## src/rtl/shift_rows_if.sv

```systemverilog
// Stream interface for the ShiftRows stage: one 128-bit AES state per beat.
//   in_valid/in_ready  - upstream handshake; inverse/state_in qualified by in_valid
//   out_valid/out_ready - downstream handshake; state_out qualified by out_valid
//   master - the side that drives states in and consumes results
//   slave  - the shift_rows block itself
interface shift_rows_if;
  localparam int unsigned STATE_W = 128;

  logic               in_valid;
  logic               in_ready;
  logic               inverse;
  logic [STATE_W-1:0] state_in;
  logic               out_valid;
  logic               out_ready;
  logic [STATE_W-1:0] state_out;

  modport master (
    output in_valid, inverse, state_in, out_ready,
    input  in_ready, out_valid, state_out
  );

  modport slave (
    input  in_valid, inverse, state_in, out_ready,
    output in_ready, out_valid, state_out
  );
endinterface

```

## src/rtl/shift_rows.sv

```systemverilog
// Registered AES ShiftRows / InvShiftRows byte permutation, one output stage.
//   clk    - rising-edge clock
//   reset  - asynchronous active-high reset; clears out_valid and state_out
//   bus    - shift_rows_if.slave: in_valid/in_ready/inverse/state_in in,
//            out_valid/out_ready/state_out out
// Byte k of a state lives at [127-8k -: 8], row k%4, column k/4.
// in_ready is combinational (!out_valid || out_ready); everything else is registered.
module shift_rows (
  input  logic         clk,
  input  logic         reset,
  shift_rows_if.slave  bus
);

  localparam int unsigned STATE_W = 128;
  localparam int unsigned BYTE_W  = 8;
  localparam int unsigned N_ROWS  = 4;
  localparam int unsigned N_COLS  = 4;

  logic               out_valid_q;
  logic [STATE_W-1:0] state_q;
  logic               accept;

  // Row r rotates left by r (forward) or right by r (inverse).
  function automatic logic [STATE_W-1:0] permute(input logic [STATE_W-1:0] s,
                                                  input logic inv);
    logic [STATE_W-1:0] o;
    int unsigned        src_c;
    o = '0;
    for (int unsigned r = 0; r < N_ROWS; r++) begin
      for (int unsigned c = 0; c < N_COLS; c++) begin
        src_c = inv ? ((c + N_COLS - r) % N_COLS) : ((c + r) % N_COLS);
        o[STATE_W-1-BYTE_W*(r+N_ROWS*c) -: BYTE_W] =
          s[STATE_W-1-BYTE_W*(r+N_ROWS*src_c) -: BYTE_W];
      end
    end
    return o;
  endfunction

  assign bus.in_ready  = !out_valid_q || bus.out_ready;
  assign accept        = bus.in_valid && bus.in_ready;
  assign bus.out_valid = out_valid_q;
  assign bus.state_out = state_q;

  // Output register: load on accept, otherwise drop valid once consumed.
  // state_in is only sampled on accept, so idle-cycle X never reaches state_q.
  always_ff @(posedge clk or posedge reset) begin
    if (reset) begin
      out_valid_q <= 1'b0;
      state_q     <= '0;
    end else if (accept) begin
      out_valid_q <= 1'b1;
      state_q     <= permute(bus.state_in, bus.inverse);
    end else if (bus.out_ready) begin
      out_valid_q <= 1'b0;
    end
  end

endmodule

```

## src/flat_wrapper.sv

```systemverilog
// flat-port wrapper written by rule: the top's interface ports become plain ports
module shift_rows_flat 
  (clk, reset, bus_in_valid, bus_inverse, bus_state_in, bus_out_ready, bus_in_ready, bus_out_valid, bus_state_out);
  shift_rows_if bus_i ();
  input  logic clk;
  input  logic reset;
  input wire logic [$bits(bus_i.in_valid)-1:0] bus_in_valid;
  input wire logic [$bits(bus_i.inverse)-1:0] bus_inverse;
  input wire logic [$bits(bus_i.state_in)-1:0] bus_state_in;
  input wire logic [$bits(bus_i.out_ready)-1:0] bus_out_ready;
  output wire logic [$bits(bus_i.in_ready)-1:0] bus_in_ready;
  output wire logic [$bits(bus_i.out_valid)-1:0] bus_out_valid;
  output wire logic [$bits(bus_i.state_out)-1:0] bus_state_out;
  assign bus_i.in_valid = bus_in_valid;
  assign bus_i.inverse = bus_inverse;
  assign bus_i.state_in = bus_state_in;
  assign bus_i.out_ready = bus_out_ready;
  assign bus_in_ready = bus_i.in_ready;
  assign bus_out_valid = bus_i.out_valid;
  assign bus_state_out = bus_i.state_out;
  shift_rows u_core (.clk(clk), .reset(reset), .bus(bus_i));
endmodule
```

## config.mk

```make
export PLATFORM = sky130hd
export DESIGN_NAME = shift_rows_flat
export DESIGN_NICKNAME = d
export VERILOG_FILES = /design/src/rtl/shift_rows_if.sv /design/src/rtl/shift_rows.sv /design/src/flat_wrapper.sv
export SDC_FILE = /design/constraint.sdc
export NUM_CORES = 1
export LEC_CHECK = 0
export ABC_AREA = 1
export ABC_CLOCK_PERIOD_IN_PS = 4910
export CAP_MARGIN = 5
export CORE_ASPECT_RATIO = 1.1
export CORE_MARGIN = 1.5
export CORE_UTILIZATION = 43
export CTS_BUF_LIST = sky130_fd_sc_hd__clkbuf_4
export CTS_CLUSTER_DIAMETER = 40
export CTS_CLUSTER_SIZE = 30
export DETAILED_ROUTE_END_ITERATION = 8
export PLACE_DENSITY = 0.83
export REMOVE_ABC_BUFFERS = 1
export SYNTH_ARGS = -nofsm -noshare
export SYNTH_HDL_FRONTEND = slang
export SYNTH_SLANG_ARGS = --single-unit
```

## constraint.sdc

```tcl
create_clock -name clk -period 4.91 [get_ports clk]
set_clock_uncertainty 0.15 [all_clocks]
set_input_delay 0.982 -clock clk [delete_from_list [all_inputs] [get_ports clk]]
set_output_delay 0.982 -clock clk [all_outputs]
set_load 0.05 [all_outputs]
```

; Word-level counts from Yosys, hierarchy flattened
; Index checks and enable logic that the tools add are counted.
[totals]
regBits = 129
out_inout_bits = 130
[op_classes]
n_addsub = 16
shifts = 8
muxes = 6
reduce_logical = 4
[op_table]
columns = operator, count
row1 = 135-bit by 33-bit indexed part select with 8-bit output, 8
row2 = 7-bit by 32-bit subtractor with 32-bit output (first input constant), 5
row3 = 1-bit by 29-bit adder with 29-bit output (first input constant), 4
row4 = 2-bit by 29-bit adder with 29-bit output (first input constant), 1
row5 = 7-bit by 8-bit subtractor with 9-bit output (first input constant), 3
row6 = 2-bit by 4-bit adder with 5-bit output (first input constant), 3
row7 = 2-bit two-way mux, 4
row8 = 1-bit two-way mux, 2
row9 = 2-bit nonzero test, 1
row10 = 1-bit logical AND, 1
row11 = 1-bit zero test, 1
row12 = 1-bit logical OR, 1

; Logic depth before layout (Yosys ltp)
[depth]
word_depth = 4
ltp_mapped = 7
ltp_nobuf = 5

; Worst setup path before layout
; Ideal clock, no wire load.
[synth_timing]
path_type = input -> output
startpoint = input port bus_out_ready
endpoint = output port bus_in_ready
arrival_ps = 1764
path_slack_ps = 2014
stages = 3
n_path_buf = 1
path_cell_list = inv_1 -> nand2_1 -> clkbuf_1
[synth_between]
elab_chain_len = 1
[synth_lines]
columns = item, line_no
row1 = from (decl), flat_wrapper.sv:10  ; input wire logic [$bits(bus_i.out_ready)-1:0] bus_out_ready;
row2 = 1-bit logical OR, shift_rows.sv:39  ; assign bus.in_ready = !out_valid_q || bus.out_ready;
row3 = to (decl), flat_wrapper.sv:11  ; output wire logic [$bits(bus_i.in_ready)-1:0] bus_in_ready;
; Every way passes these cells.

; Worst setup path after layout
; Ends and elaborated chain as after synthesis.

==> impl_metrics.tcl <==
set metrics [dict create \
    power_leakage_uw 0.00446 \
    wl_um 16400 \
    clockBufferDepth 2 \
    root_buffer "clkbuf_4" \
    r2r_setup_slack_ns 3.08 \
    cp_slowest_stage_delay_ns 0.81 \
    overflow 0 \
    synth_top_family_by_area "simple AND/OR/NAND/NOR gates" \
    critPathCaptureType "primary output" \
    grt_max_degree 82 \
    reg2reg_from "u_core.bus.out_valid$_DFFE_PP0P_" \
    yosys_warnings 0 \
    dp_hpwl_um 10900 \
    cts_htree_levels 4 \
    status "finished, final reports clean" \
    cp_slowest_cell "clkdlybuf4s50_1" \
    netlist_instances 760 \
    synth_fa_ha_area_frac 0 \
    path_delay_family "buffers and inverters" \
    synth-simple-area-share 0.392 \
    ys_seq_area_frac 0.561 \
    clock_latency_ns 0.48 \
    required_ns 3.78 \
    path_cells "clkdlybuf4s50_1, inv_1, nand2_2, clkdlybuf4s50_1" \
    cap_violations 0 \
    grt_pass1_wl_um 26600 \
    final_hold_viol_count 0 \
    power.total_uw 3140 \
    vdd_drop_max_mv 0.188 \
    nNetsFinal 1133 \
    p_per_area_nw_per_um2 363 \
    syn_avg_cell_area_um2 7.57 \
    yosys.area_share.xor_xnor 0 \
    io_buffer_count 262 \
    startpoint_type "input pin" \
    timing.fmax_ghz 0.280 \
    timing.critical_path.buf_inv 3 \
    drt_iter0_drc 298 \
    grt_pass1_vias 5413 \
    synth_compound_area_frac 0.00283 \
    slew_headroom 0.294 \
    hold_buffers 0 \
    finalSetupViolCount 0 \
    ant_nets 0 \
    period_needed_ns 3.57 \
    synthesis.area_um2 5750 \
    cts.sinks 129 \
    drv_slew 0 \
    fin_crit_sh 0.728 \
    hold_slack_ns 0.331 \
    cts_buffers 17 \
    rows 44 \
    first_pass_iters 4 \
    ios 263 \
    rsz0062_at_grt "false" \
    tightest_slew_ns 1.06 \
    vias_per_cell 4.86 \
    num_vias 5700 \
    path_clk_slew_ns 0.11 \
    synth_cell_types 10 \
    path_common_cell "clkdlybuf4s50_1" \
    die-area_um2 14100 \
    cts_setup_buffers 0 \
    die_x_um 113 \
    worstSetupPathType "in2out" \
    cts_tree "built" \
    final_cell_mix "nand2_1, clkdlybuf4s50_1, dfrtp_1" \
    setup_tns_ns 0 \
    timing.rr.end "u_core.bus.state_out[13]$_DFFE_PP0P_" \
    path_max_fanout 3 \
    grt_use_total 0.237 \
    cp.depth 4 \
    crit_end "bus_in_ready" \
    wl_per_cell_um 14.0 \
    cp-startpoint "bus_out_ready" \
    final_common_cell "nand2_1" \
    core-area_um2 13200 \
    drive_gt1_frac 0.0415 \
    critPathArrivalTime_ns 2.44 \
    drcViolationCount 0 \
    area_delta_synth_final_pct 50.2 \
    muxShareOfSynthArea 0 \
    place.gp.congestion 0.796 \
    hold_path_class "reg2reg" \
    fp.dieH_um 124 \
    ff2ff_path_depth 5 \
    post_cts_resized 0 \
    synth-seq-cells 129 \
    antenna_found_initial 2 \
    start_util 0.437 \
]
==> routing by layer <==
| metal | global-route usage | up-vias | part of all wire |
|---|---|---|---|
| met5 | 0 | - | 0.00079 |
| met2 | 0.395 | 221 | 0.47 |
| met3 | 0.0871 | 29 | 0.088 |
| met4 | 0.0846 | 2 | 0.024 |
| met1 | 0.280 | 2630 | 0.41 |
| li1 | - | 2818 | - |
==> cell type report <==
cell class	count	area (um2)
fillers	1108	4510
inverters	4	17.5
well taps	161	201
diodes	1	2.50
flip-flops and latches	129	3230
repair buffers	268	2680
clock buffers	18	135
multi-input cells	580	2280
clock inverters	12	96.3
==> report_power, final <==
group          internal, uW  switching, uW  total, uW
Sequential             1200           77.0       1280
Clock                   245            383        628
Combinational           420            807       1230
==> Yosys cell counts <==
library cell  count  area (um2)
nand2_1         515        1930
inv_2             1        3.75
clkbuf_1          9        33.8
a21oi_4           1        16.3
dfrtp_1         129        3230
buf_1             3        11.3
inv_1             3        11.3
buf_4             8        60.1
buf_2            27         135
nand3_1          64         320
==> stage by stage <==
| step | cells | util | setup WS [ns] | area [um2] |
|---|---|---|---|---|
| after floorplan | 713 | - | -0.355 | 5510 |
| after global placement | 1142 | 0.639 | 1.33 | 8410 |
| after detailed placement | 1142 | 0.639 | 1.32 | 8410 |
| after CTS | 1172 | 0.657 | 1.32 | 8640 |
| after global routing | 1172 | 0.657 | 1.28 | 8640 |
| final | 1173 | 0.657 | 1.34 | 8640 |
==> how the worst min path moves through the flow <==
stage,from,to,slack (ns),cells after the start
final,u_core.bus.state_out[27]$_DFFE_PP0P_,u_core.bus.state_out[27]$_DFFE_PP0P_,0.33,2
after detailed placement,u_core.bus.state_out[74]$_DFFE_PP0P_,u_core.bus.state_out[74]$_DFFE_PP0P_,0.31,2
after global placement,u_core.bus.state_out[92]$_DFFE_PP0P_,u_core.bus.state_out[92]$_DFFE_PP0P_,0.30,2
after global routing,u_core.bus.state_out[47]$_DFFE_PP0P_,u_core.bus.state_out[47]$_DFFE_PP0P_,0.34,2
after CTS,u_core.bus.state_out[74]$_DFFE_PP0P_,u_core.bus.state_out[74]$_DFFE_PP0P_,0.33,2
after floorplan,u_core.bus.state_out[104]$_DFFE_PP0P_,u_core.bus.state_out[104]$_DFFE_PP0P_,0.61,2
==> worst reg2reg max path: stages, from the launching register on <==
cell and delay, ns:
dfrtp_1 0.44, nand2_2 0.12, nand2_4 0.41, buf_12 0.39
nand2_1 0.18, nand2_1 0.08
==> sequential cells by signal, indices dropped and copies added, names as in the netlist <==
name / cells
u_core.bus.state_out: 128
u_core.bus.out_valid: 1
==> kinds of logic (layout without fill, tap and decap cells) <==
kind of cell | after synthesis | in the layout
simple gates | 579 | 579
flops | 129 | 129
buf+inv | 51 | 302
compound gates | 1 | 1
other cells | 0 | 1
No activity file was read; power rests on OpenSTA's default activity.
